--- src/rtl/arith_pkg.sv ---
// arith_pkg: shared types and constants for the word-serial arithmetic engines
package arith_pkg;
    typedef enum logic [1:0] {IDLE, RUN, DONE} state_t;
    localparam int WORD_W = 32;
    localparam logic OP_ADD = 1'b0;
    localparam logic OP_SUB = 1'b1;
endpackage

--- src/rtl/rippleCarryAdder.sv ---
// rippleCarryAdder: 32-bit ripple-carry adder with carry-out and signed overflow
module rippleCarryAdder
    import arith_pkg::*;
(
    input  logic [WORD_W-1:0] a,
    input  logic [WORD_W-1:0] b,
    input  logic              cin,
    output logic [WORD_W-1:0] sum,
    output logic              cout,
    output logic              overflow
);
    logic carry;
    logic carry_msb;
    always_comb begin
        carry = cin;
        carry_msb = 1'b0;
        sum = '0;
        for (int i = 0; i < WORD_W; i++) begin
            sum[i] = a[i] ^ b[i] ^ carry;
            if (i == WORD_W - 1) carry_msb = carry;
            carry = (a[i] & b[i]) | (carry & (a[i] ^ b[i]));
        end
    end
    assign cout = carry;
    // Signed overflow: carry into the sign bit differs from carry out of it
    assign overflow = carry ^ carry_msb;
endmodule

--- src/rtl/wide_add_sequencer.sv ---
// wide_add_sequencer: WORDS x 32-bit add/subtract, one word per cycle LSW first
module wide_add_sequencer
    import arith_pkg::*;
#(
    parameter  int WORDS  = 4,
    localparam int DATA_W = WORD_W * WORDS
) (
    input  logic              clk,
    input  logic              rst_n,
    input  logic              in_valid,
    output logic              in_ready,
    input  logic              in_op,
    input  logic [DATA_W-1:0] in_a,
    input  logic [DATA_W-1:0] in_b,
    output logic              out_valid,
    input  logic              out_ready,
    output logic [DATA_W-1:0] out_sum,
    output logic              out_cout,
    output logic              out_overflow,
    output logic              out_zero,
    output logic              busy
);
    localparam int CNT_W = WORDS > 1 ? $clog2(WORDS) : 1;

    state_t            state, state_n;
    logic [CNT_W-1:0]  cnt;
    logic              carry;
    logic [DATA_W-1:0] a_q, b_q, sum_next;
    logic [WORD_W-1:0] add_sum;
    logic              add_cout, add_ovf, last, accept;

    rippleCarryAdder u_add (
        .a        (a_q[cnt*WORD_W +: WORD_W]),
        .b        (b_q[cnt*WORD_W +: WORD_W]),
        .cin      (carry),
        .sum      (add_sum),
        .cout     (add_cout),
        .overflow (add_ovf)
    );

    assign in_ready  = state == IDLE;
    assign out_valid = state == DONE;
    assign busy      = state != IDLE;
    assign accept    = in_valid && in_ready;
    assign last      = cnt == CNT_W'(WORDS - 1);

    always_comb begin
        state_n = state;
        if (state == IDLE && in_valid) state_n = RUN;
        if (state == RUN && last) state_n = DONE;
        if (state == DONE && out_ready) state_n = IDLE;
    end

    // Result with the current word merged in, so the zero flag sees every word
    always_comb begin
        sum_next = out_sum;
        sum_next[cnt*WORD_W +: WORD_W] = add_sum;
    end

    always_ff @(posedge clk or negedge rst_n) begin
        if (!rst_n) begin
            state        <= IDLE;
            cnt          <= '0;
            carry        <= 1'b0;
            a_q          <= '0;
            b_q          <= '0;
            out_sum      <= '0;
            out_cout     <= 1'b0;
            out_overflow <= 1'b0;
            out_zero     <= 1'b0;
        end else begin
            state <= state_n;
            if (accept) begin
                a_q   <= in_a;
                b_q   <= in_op == OP_SUB ? ~in_b : in_b;
                carry <= in_op;
                cnt   <= '0;
            end else if (state == RUN) begin
                out_sum <= sum_next;
                carry   <= add_cout;
                cnt     <= cnt + 1'b1;
                if (last) begin
                    out_cout     <= add_cout;
                    out_overflow <= add_ovf;
                    out_zero     <= sum_next == '0;
                end
            end
        end
    end
endmodule
--- config.mk ---
export PLATFORM = sky130hd
export DESIGN_NAME = wide_add_sequencer
export DESIGN_NICKNAME = d
export VERILOG_FILES = /design/src/rtl/arith_pkg.sv /design/src/rtl/rippleCarryAdder.sv /design/src/rtl/wide_add_sequencer.sv
export SDC_FILE = /design/constraint.sdc
export NUM_CORES = 1
export LEC_CHECK = 0
export ABC_AREA = 1
export BUFFER_PORTS_ARGS = -buffer_cell sky130_fd_sc_hd__buf_2
export CAP_MARGIN = 10
export CORE_UTILIZATION = 50
export CTS_BUF_LIST = sky130_fd_sc_hd__clkbuf_8
export DETAILED_ROUTE_END_ITERATION = 8
export GPL_ROUTABILITY_DRIVEN = 0
export PLACE_DENSITY = 0.79
export REMOVE_ABC_BUFFERS = 1
export SLEW_MARGIN = 20
export SYNTH_ARGS = -nofsm -noshare
export SYNTH_HDL_FRONTEND = slang
export SYNTH_HIERARCHICAL = 1
export SYNTH_SLANG_ARGS = --single-unit
--- constraint.sdc ---
create_clock -name clk -period 43.5 [get_ports clk]
set_input_delay 4.35 -clock clk [delete_from_list [all_inputs] [get_ports clk]]
set_output_delay 4.35 -clock clk [all_outputs]
set_load 0.02 [all_outputs]
==> flow_summary_export.csv, run 1 <==
group,metric,value,unit
logic_synthesis,avgSynthCellArea,7.77,sq um
sta,layout_min_cycle_time,15310,ps
hold_path,min_path_type,"flop to flop",
clock_tree,cts_tree,"done",
clock_tree,htree_num_levels,3,
global_routing,gr-total-overflow,0,
sta,tightest_slew,1080,ps
power_and_ir_drop,seqPwrFrac,48.4,%
die,die_w,204,microns
clock_tree,post_cts_buffers,0,
die,io_pins,395,
clock_tree,hold_buffers,0,
worst_setup_path,cpMostUsedCell,"fa_1",
detailed_routing,final_antenna_net_count,0,
global_routing,antenna_found_initial,0,
worst_setup_path,crit_slowest_cell,"dfrtp_4",
finish,finalNonFillerCells,3513,
die,die_h,204,microns
logic_synthesis,yosysSeqAreaShare,48.1,%
global_routing,use_met2,45.9,%
worst_setup_path,start_kind,"flop",
power_and_ir_drop,power.leakage,12.8,nW
clock_tree,cts_buffers,68,
power_and_ir_drop,power.density,31.5,nW/um^2
logic_synthesis,synth_ff_type,"dfrtp_1",
placed_design,io_buffers,394,
worst_setup_path,worstReg2RegEnd,"out_zero$_DFFE_PN0P_",
worst_setup_path,r2r-start,"cnt[0]$_DFFE_PN0P_",
detailed_routing,viasPerCell,5.35,
global_routing,grt_pass1_wl,95900,microns
clock_tree,insertion_delay,630,ps
clock_tree,cts_max_path_buffers,3,
run,drv_cap,0,
worst_setup_path,ff2ff_setup_slack,28190,ps
global_routing,grt_max_degree,172,
sta,final_max_slew_viol_count,0,
logic_synthesis,ys_warn_count,6,
finish,syn2layout_area_growth,17.2,%
die,core,40000,sq um
worst_setup_path,cp.required,44010,ps
power_and_ir_drop,comb_power_share,4.8,%
clock_tree,path_clk_slew,60,ps
finish,final_nets,3233,
sta,slew_headroom,28.1,%
sta,hold_viol_final,0,
status,status,"completed",
logic_synthesis,synth_cell_types,28,
finish,fillers,3535,
power_and_ir_drop,internal_power,0.575,mW
global_routing,grt_pass1_vias,17700,
logic_synthesis,synth_seq_cells,392,
placed_design,place_hpwl,43500,microns
die,initial_utilization,51.0,%
worst_setup_path,cp-endpoint,"out_zero$_DFFE_PN0P_",
die,dieArea,41600,sq um
logic_synthesis,synth_area,20400,sq um
detailed_routing,wire_per_inst,17.6,microns
logic_synthesis,synth_edf_count,0,
worst_setup_path,cpPeakStageDelay,550,ps
clock_tree,clock_sink_count,392,
logic_synthesis,synthCells,2623,
clock_tree,cts_resized,0,
power_and_ir_drop,ir_drop,0.0000159,V
power_and_ir_drop,p_clk_share,46.8,%
sta,worst_clock_skew,30.1,ps
die,rows,73,
worst_setup_path,worst-setup-path-type,"flop to flop",
power_and_ir_drop,power.switching,0.177,mW
worst_setup_path,cp-startpoint,"cnt[0]$_DFFE_PN0P_",
worst_setup_path,crit_fanout,70,
power_and_ir_drop,switching_share,23.6,%
sta,tns,0,ps
finish,antenna_cells,0,
logic_synthesis,async_flop_share,100,%
sta,max_freq,65.3,MHz
detailed_routing,wl,61800,microns
detailed_routing,drc,0,
global_routing,grt-busiest-layer,"met2",
sta,rsz0062_at_grt,"no",
worst_setup_path,crit_path_end_kind,"flop",
global_routing,grt_use_met3,6.01,%
worst_setup_path,cp.arrival,15820,ps
detailed_routing,vias,18800,
detailed_routing,drtPass1Iterations,6,
placed_design,dp.cells,3389,
global_routing,grt_util_met1,40.0,%
sta,setup_viol,0,
global_routing,grt_usage,29.6,%
sta,fin_crit_sh,35.2,%
clock_tree,cts-root-buf,"clkbuf_8",
finish,drive_gt1_share,18.1,%
worst_setup_path,reg2regPathDepth,52,
detailed_routing,first_iter_violations,1631,
-- worst min-delay path by stage --
| stage | from | end | slack [ps] | cells after the start |
|---|---|---|---|---|
| floorplan | a_q[64]$_DFFE_PN0P_ | a_q[64]$_DFFE_PN0P_ | 440 | 2 |
| global placement | a_q[87]$_DFFE_PN0P_ | a_q[87]$_DFFE_PN0P_ | 460 | 2 |
| detailed placement | a_q[41]$_DFFE_PN0P_ | a_q[41]$_DFFE_PN0P_ | 460 | 2 |
| CTS | a_q[85]$_DFFE_PN0P_ | a_q[85]$_DFFE_PN0P_ | 480 | 2 |
| global route | a_q[74]$_DFFE_PN0P_ | a_q[74]$_DFFE_PN0P_ | 490 | 2 |
| finish | a_q[56]$_DFFE_PN0P_ | a_q[56]$_DFFE_PN0P_ | 470 | 2 |
-- critical path, delay by kind of cell (launching register included) --
| family | cells | cell delay, ps |
|---|---|---|
| adders and majority gates | 32 | 12790 |
| and+or+nand+nor | 11 | 640 |
| DFF | 1 | 550 |
| AOI/OAI and AO/OA | 2 | 370 |
| buffers and inverters | 7 | 820 |
-- cell usage after synthesis (3+ instances only) --
master / count / share of area [%]
dfrtp_1: 392 / 48
buf_4: 9 / 0.33
inv_2: 9 / 0.17
o22ai_1: 77 / 2.4
nor3_1: 3 / 0.074
buf_2: 74 / 1.8
a21oi_1: 27 / 0.66
fa_1: 32 / 3.1
nor2_2: 4 / 0.12
nor2_1: 284 / 5.2
a31oi_1: 7 / 0.21
inv_1: 133 / 2.4
nand3b_1: 3 / 0.11
buf_1: 4 / 0.074
xnor2_1: 128 / 5.5
nand2_1: 895 / 16
a22o_1: 3 / 0.13
clkbuf_1: 85 / 1.6
o21ai_0: 366 / 9.0
nand3_1: 70 / 1.7
o21ai_1: 3 / 0.074
ha_1: 5 / 0.31
-- final cells by class --
| class | count | area, sq um | area share (%) |
|---|---|---|---|
| repair buffers | 416 | 2190 | 9.15 |
| clock inverters | 35 | 220 | 0.921 |
| well taps | 525 | 657 | 2.75 |
| multi-input cells | 1914 | 9270 | 38.8 |
| inverters | 143 | 542 | 2.27 |
| clock buffers | 88 | 1210 | 5.07 |
| flip-flops and latches | 392 | 9810 | 41.1 |
-- per-layer routing --
metal	share of wire (%)	up-vias
met2	45	805
met3	7.9	142
met5	0	-
met1	42	8912
li1	-	8948
met4	4.8	0
-- power groups by stage --
stage,Combinational (mW),Sequential [mW],Clock [mW]
floorplan,0.00976,0.371,0
global placement,0.0356,0.371,0
detailed placement,0.0361,0.371,0
CTS,0.0362,0.365,0.357
global route,0.0396,0.364,0.375
finish,0.0358,0.365,0.352
-- stage by stage --
| stage | setup WS [ps] | hold slack (ps) | utilization, % | cell area [sq um] | total power, mW |
|---|---|---|---|---|---|
| floorplan | 26160 | 444 | - | 19600 | 0.381 |
| global placement | 28460 | 457 | 56.1 | 22400 | 0.407 |
| detailed placement | 28230 | 460 | 56.1 | 22400 | 0.407 |
| CTS | 28200 | 475 | 59.7 | 23900 | 0.758 |
| global route | 27710 | 494 | 59.7 | 23900 | 0.779 |
| finish | 28190 | 472 | 59.7 | 23900 | 0.753 |
-- cell usage in the layout (no fill, tap or decap), drive strengths merged --
master,count
inv,161
nand4,2
nor3,3
clkinvlp,4
a31oi,7
o21a,1
nand2,897
clkinv,11
buf,416
nand3,70
dfrtp,392
bufinv,2
nor2,288
nand3b,3
fa,32
xnor2,128
a22o,3
a21oi,27
o21ai,369
o211ai,2
ha,5
o22ai,77
clkbuf,88
-- sequential cells by signal, indices dropped and copies added, names as in the netlist --
register,flops
a_q,128
out_sum,128
carry,1
out_zero,1
cnt,2
b_q,128
out_cout,1
out_overflow,1
state,2
-- logic make-up after synthesis --
kind of cell    count (synthesis)  synth area share (%)
flops                         392                  48.1
xor+xnor                      128                  5.50
fa+ha+maj                      37                  3.45
compound gates                486                  12.5
simple gates                 1263                  23.9
buf+inv                       317                  6.53
(Power assumes the default switching activity.)
==> run 2, diff against run 1 <==
- clock period: 43.5 -> 15.9 ns (I/O delays scaled with it)
==> run 2 against run 1 <==
  * Sequential power grew to 2.7 times the previous value
  * Worst setup slack got worse by 27000 ps
  * Sequential share of layout area is 0.12 points higher
  * Combinational power grew to 2.7 times the previous value
  * Clock skew grew 4.4 ps
  * Core utilization decreased by 0.18 points
  * Routed wire length increased by 0.42%
  * Flip-flop and latch count is the same
  * Critical endpoint unchanged
==> flow_summary_export.csv, run 2 (synthesis gave the netlist of run 1 again) <==
group,metric,value,unit
status,status,"completed",
sta,tightest_slew,1140,ps
sta,layout_min_cycle_time,14850,ps
global_routing,grt_max_degree,257,
finish,final_common_cell,"nand2_1",
clock_tree,cts_buffers,68,
die,die_h,204,microns
worst_setup_path,crit_path_end_kind,"flop",
power_and_ir_drop,power.density,84.5,nW/um^2
finish,syn2layout_area_growth,16.9,%
worst_setup_path,start_kind,"flop",
power_and_ir_drop,ir_drop,0.0000455,V
die,initial_utilization,51.0,%
global_routing,grt_pass1_vias,18200,
worst_setup_path,cp.required,16390,ps
clock_tree,htree_num_levels,3,
detailed_routing,viasPerCell,5.39,
detailed_routing,first_iter_violations,1582,
detailed_routing,final_antenna_net_count,0,
worst_setup_path,worst-setup-path-type,"flop to flop",
finish,largestRegisters,"a_q (128), b_q (128), out_sum (128)",
finish,final_nets,3234,
detailed_routing,drc,0,
run,drv_cap,0,
die,dieArea,41600,sq um
clock_tree,clock_sink_count,392,
clock_tree,hold_buffers,0,
placed_design,place_hpwl,44400,microns
global_routing,grt_pass1_wl,96700,microns
clock_tree,cts_resized,0,
clock_tree,cts_max_path_buffers,3,
detailed_routing,wire_per_inst,17.7,microns
finish,finalNonFillerCells,3509,
global_routing,grt_usage,29.8,%
placed_design,io_buffers,394,
hold_path,min_path_type,"flop to flop",
finish,drive_gt1_share,18.0,%
die,io_pins,395,
sta,worst_clock_skew,34.5,ps
clock_tree,post_cts_buffers,0,
sta,fin_crit_sh,93.4,%
worst_setup_path,crit_slowest_cell,"fa_1",
finish,final_cell_mix,"nand2_1 (894), buf_2 (392), dfrtp_1 (390)",
sta,rsz0062_at_grt,"no",
sta,setup_viol,0,
finish,post-route-util,59.6,%
global_routing,gr-total-overflow,0,
clock_tree,path_clk_slew,60,ps
clock_tree,cts-root-buf,"clkbuf_8",
sta,max_freq,67.3,MHz
sta,slew_headroom,24.2,%
detailed_routing,wl,62000,microns
die,die_w,204,microns
die,core,40000,sq um
worst_setup_path,cpMostUsedCell,"fa_1",
detailed_routing,drtPass1Iterations,5,
sta,hold_viol_final,0,
placed_design,dp.cells,3391,
sta,final_max_slew_viol_count,0,
die,rows,73,
worst_setup_path,cp.arrival,15340,ps
detailed_routing,vias,18900,
clock_tree,insertion_delay,610,ps
worst_setup_path,crit_fanout,19,
power_and_ir_drop,power.leakage,12.8,nW
global_routing,antenna_found_initial,1,
worst_setup_path,cpPeakStageDelay,480,ps
clock_tree,cts_tree,"done",
[run 2: changes by cell type in the layout (fill, tap and decap cells not counted)]
cell	change
bufinv_16	-1
buf_16	-1
clkinv_4	-1
diode_2	+1
inv_1	+1
clkinvlp_4	-4
buf_12	+1
buf_4	+1
inv_6	-1
[run 2: worst paths after layout]
kind | from | slack, ps | cells past startpoint | to
min reg2reg | a_q[35]$_DFFE_PN0P_ | 480 | 2 | a_q[35]$_DFFE_PN0P_
min | a_q[35]$_DFFE_PN0P_ | 480 | 2 | a_q[35]$_DFFE_PN0P_
min in group asynchronous | rst_n | 1070 | 1 | a_q[115]$_DFFE_PN0P_
max reg2reg | cnt[1]$_DFFE_PN0P_ | 1050 | 52 | out_zero$_DFFE_PN0P_
max | cnt[1]$_DFFE_PN0P_ | 1050 | 52 | out_zero$_DFFE_PN0P_
max in group asynchronous | rst_n | 12630 | 3 | out_sum[78]$_DFFE_PN0P_
[run 2: critical path: cells and delay by family, from the launching register on]
family          cells  cell delay, ps
fa+ha+maj          32           12740
buf+inv             7             690
simple gates       11             610
flops               1             410
compound gates      2             250
[run 2: report_power, final]
part	internal [mW]	total (mW)	switching, mW	leakage, nW
clock network	0.510	0.918	0.408	0.783
registers	0.998	0.998	0	5.45
logic	0.0444	0.0977	0.0533	6.56
total	1.55	2.01	0.462	12.8
[run 2: layer usage]
layer  vias to the layer above  wire, microns  GRT usage, %
li1                       8944              -             -
met1                      9010          25600          40.1
met2                       822          28300          46.2
met3                       136           4900          5.15
met4                         0           3130          15.9
met5                         -              0             0
[run 2: through the flow]
step	setup TNS, ps	total power [mW]	instance area, sq um	hold slack (ps)	setup WS (ps)
CTS	0	2.03	23800	476	1110
global placement	0	1.11	22500	458	1250
finish	0	2.01	23800	475	1050
detailed placement	0	1.12	22500	460	1110
floorplan	-13400	1.04	19600	444	-1440
global route	0	2.09	23800	492	492
[run 2: final cells by class]
type,instances,area [sq um]
antenna,1,2.50
clock buffer,88,1210
clock inverter,29,146
fill,3597,16200
inverter,143,542
multi-input combinational,1914,9270
sequential,392,9810
tap,525,657
timing repair buffer,417,2190
==> run 3, diff against run 2 <==
- CORE_ASPECT_RATIO: default -> 1.25
- MAX_ROUTING_LAYER: default -> met4
==> run 3 against run 2 <==
  * Worst setup slack worse by 470 ps
  * Critical path type unchanged
  * Count of clock-buffer cells in the layout decreased by 12
  * Sequential share of layout area down 0.12 points
==> flow_summary_export.csv, run 3 (synthesis gave the netlist of run 1 again) <==
group,metric,value,unit
sta,whs,473,ps
worst_setup_path,start_kind,"flop",
power_and_ir_drop,ir_drop,0.0000634,V
clock_tree,hold_buffers,0,
sta,worst_clock_skew,34.1,ps
finish,final_nets,3229,
sta,max_freq,65.2,MHz
sta,setup_viol,0,
hold_path,min_path_type,"flop to flop",
detailed_routing,first_iter_violations,1881,
power_and_ir_drop,power.leakage,12.8,nW
worst_setup_path,cp_top_family,"adder cells",
detailed_routing,viasPerCell,5.40,
die,die_w,183,microns
sta,tightest_slew,1140,ps
die,initial_utilization,50.8,%
die,io_pins,395,
worst_setup_path,crit_slowest_cell,"dfrtp_4",
clock_tree,cts_tree,"done",
die,core,40100,sq um
run,drv_cap,0,
worst_setup_path,cp.required,16450,ps
sta,layout_min_cycle_time,15330,ps
finish,largestRegisters,"a_q (128), b_q (128), out_sum (128)",
detailed_routing,final_antenna_net_count,0,
global_routing,grt_pass1_vias,18400,
die,rows,82,
worst_setup_path,cp.arrival,15880,ps
die,die_h,228,microns
clock_tree,htree_num_levels,2,
global_routing,gr-total-overflow,0,
sta,final_max_slew_viol_count,0,
clock_tree,clock_sink_count,392,
detailed_routing,wire_per_inst,17.7,microns
global_routing,grt_pass1_wl,97400,microns
worst_setup_path,crit_buf_inv,7,
die,dieArea,41600,sq um
worst_setup_path,crit_path_end_kind,"flop",
finish,syn2layout_area_growth,17.2,%
placed_design,place_hpwl,44000,microns
detailed_routing,wl,62500,microns
placed_design,placed_area,22500,sq um
clock_tree,cts_max_path_buffers,3,
clock_tree,post_cts_buffers,0,
worst_setup_path,cpPeakStageDelay,620,ps
sta,fin_crit_sh,96.4,%
detailed_routing,drtPass1Iterations,6,
worst_setup_path,cpMostUsedCell,"fa_1",
sta,rsz0062_at_grt,"no",
global_routing,grt_usage,31.0,%
global_routing,antenna_found_initial,1,
clock_tree,cts-root-buf,"clkbuf_8",
finish,final_cell_mix,"nand2_1 (894), buf_2 (392), dfrtp_1 (390)",
finish,postLayoutCellArea,23900,sq um
placed_design,io_buffers,394,
finish,final_common_cell,"nand2_1",
worst_setup_path,crit_fanout,45,
clock_tree,insertion_delay,660,ps
clock_tree,cts_buffers,61,
power_and_ir_drop,power.density,85.3,nW/um^2
global_routing,grt_max_degree,174,
worst_setup_path,worst-setup-path-type,"flop to flop",
status,status,"completed",
clock_tree,cts_resized,0,
detailed_routing,drc,0,
sta,hold_viol_final,0,
detailed_routing,vias,19000,
finish,drive_gt1_share,17.8,%
clock_tree,path_clk_slew,70,ps
sta,slew_headroom,24.1,%
-- run 3: changes by cell type in the layout (fill, tap and decap cells not counted), sizes merged --
cell / delta
inv: +3
buf: +2
clkbuf: -12
clkinv: -2
clkinvlp: +2
bufinv: +5
-- run 3: cell type report --
| cell class | count | area (sq um) |
|---|---|---|
| Sequential cell | 392 | 9810 |
| Multi-Input combinational cell | 1914 | 9270 |
| Antenna cell | 1 | 2.50 |
| Inverter | 143 | 542 |
| Fill cell | 3581 | 16200 |
| Clock inverter | 37 | 313 |
| Tap cell | 546 | 683 |
| Clock buffer | 76 | 1050 |
| Timing Repair Buffer | 419 | 2230 |
-- run 3: layer usage --
layer / up-vias / global-route usage [%] / routed length (microns)
met5: - / - / 0
met4: 0 / 22.0 / 5020
met3: 264 / 5.70 / 5170
met1: 8913 / 36.6 / 23800
met2: 936 / 47.6 / 28500
li1: 8927 / - / -
-- run 3: report_power, final --
group          internal (mW)  switching [mW]  total (mW)
Clock                  0.527           0.416       0.943
Sequential             0.998               0       0.998
Combinational         0.0450          0.0535      0.0986
-- run 3: path summary, 6_finish.rpt --
path	from	end	slack [ps]	cells past startpoint
worst max-delay path	cnt[0]$_DFFE_PN0P_	out_zero$_DFFE_PN0P_	570	52
worst min register to register	a_q[71]$_DFFE_PN0P_	a_q[71]$_DFFE_PN0P_	470	2
worst min-delay path	a_q[71]$_DFFE_PN0P_	a_q[71]$_DFFE_PN0P_	470	2
max in group asynchronous	rst_n	b_q[43]$_DFFE_PN0P_	12750	3
min in group asynchronous	rst_n	b_q[18]$_DFFE_PN0P_	880	1
worst max register to register	cnt[0]$_DFFE_PN0P_	out_zero$_DFFE_PN0P_	570	52
-- run 3: worst register-to-register path, delay by kind of cell, from the launching register on --
| family | cells | cell delay [ps] |
|---|---|---|
| fa+ha+maj | 32 | 12940 |
| compound gates | 2 | 360 |
| simple gates | 11 | 620 |
| flops | 1 | 620 |
| buf+inv | 7 | 700 |
-- run 3: stage by stage --
stage	total power [mW]	utilization, %	worst slack, ps	TNS [ps]	instances
2_1_floorplan	1.04	-	-1440	-13400	2449
3_3_place_gp	1.11	56.0	668	0	3411
3_5_place_dp	1.12	56.0	488	0	3411
4_1_cts	2.05	59.4	441	0	3524
5_1_grt	2.10	59.6	20.0	0	3528
6_report	2.04	59.6	571	0	3528
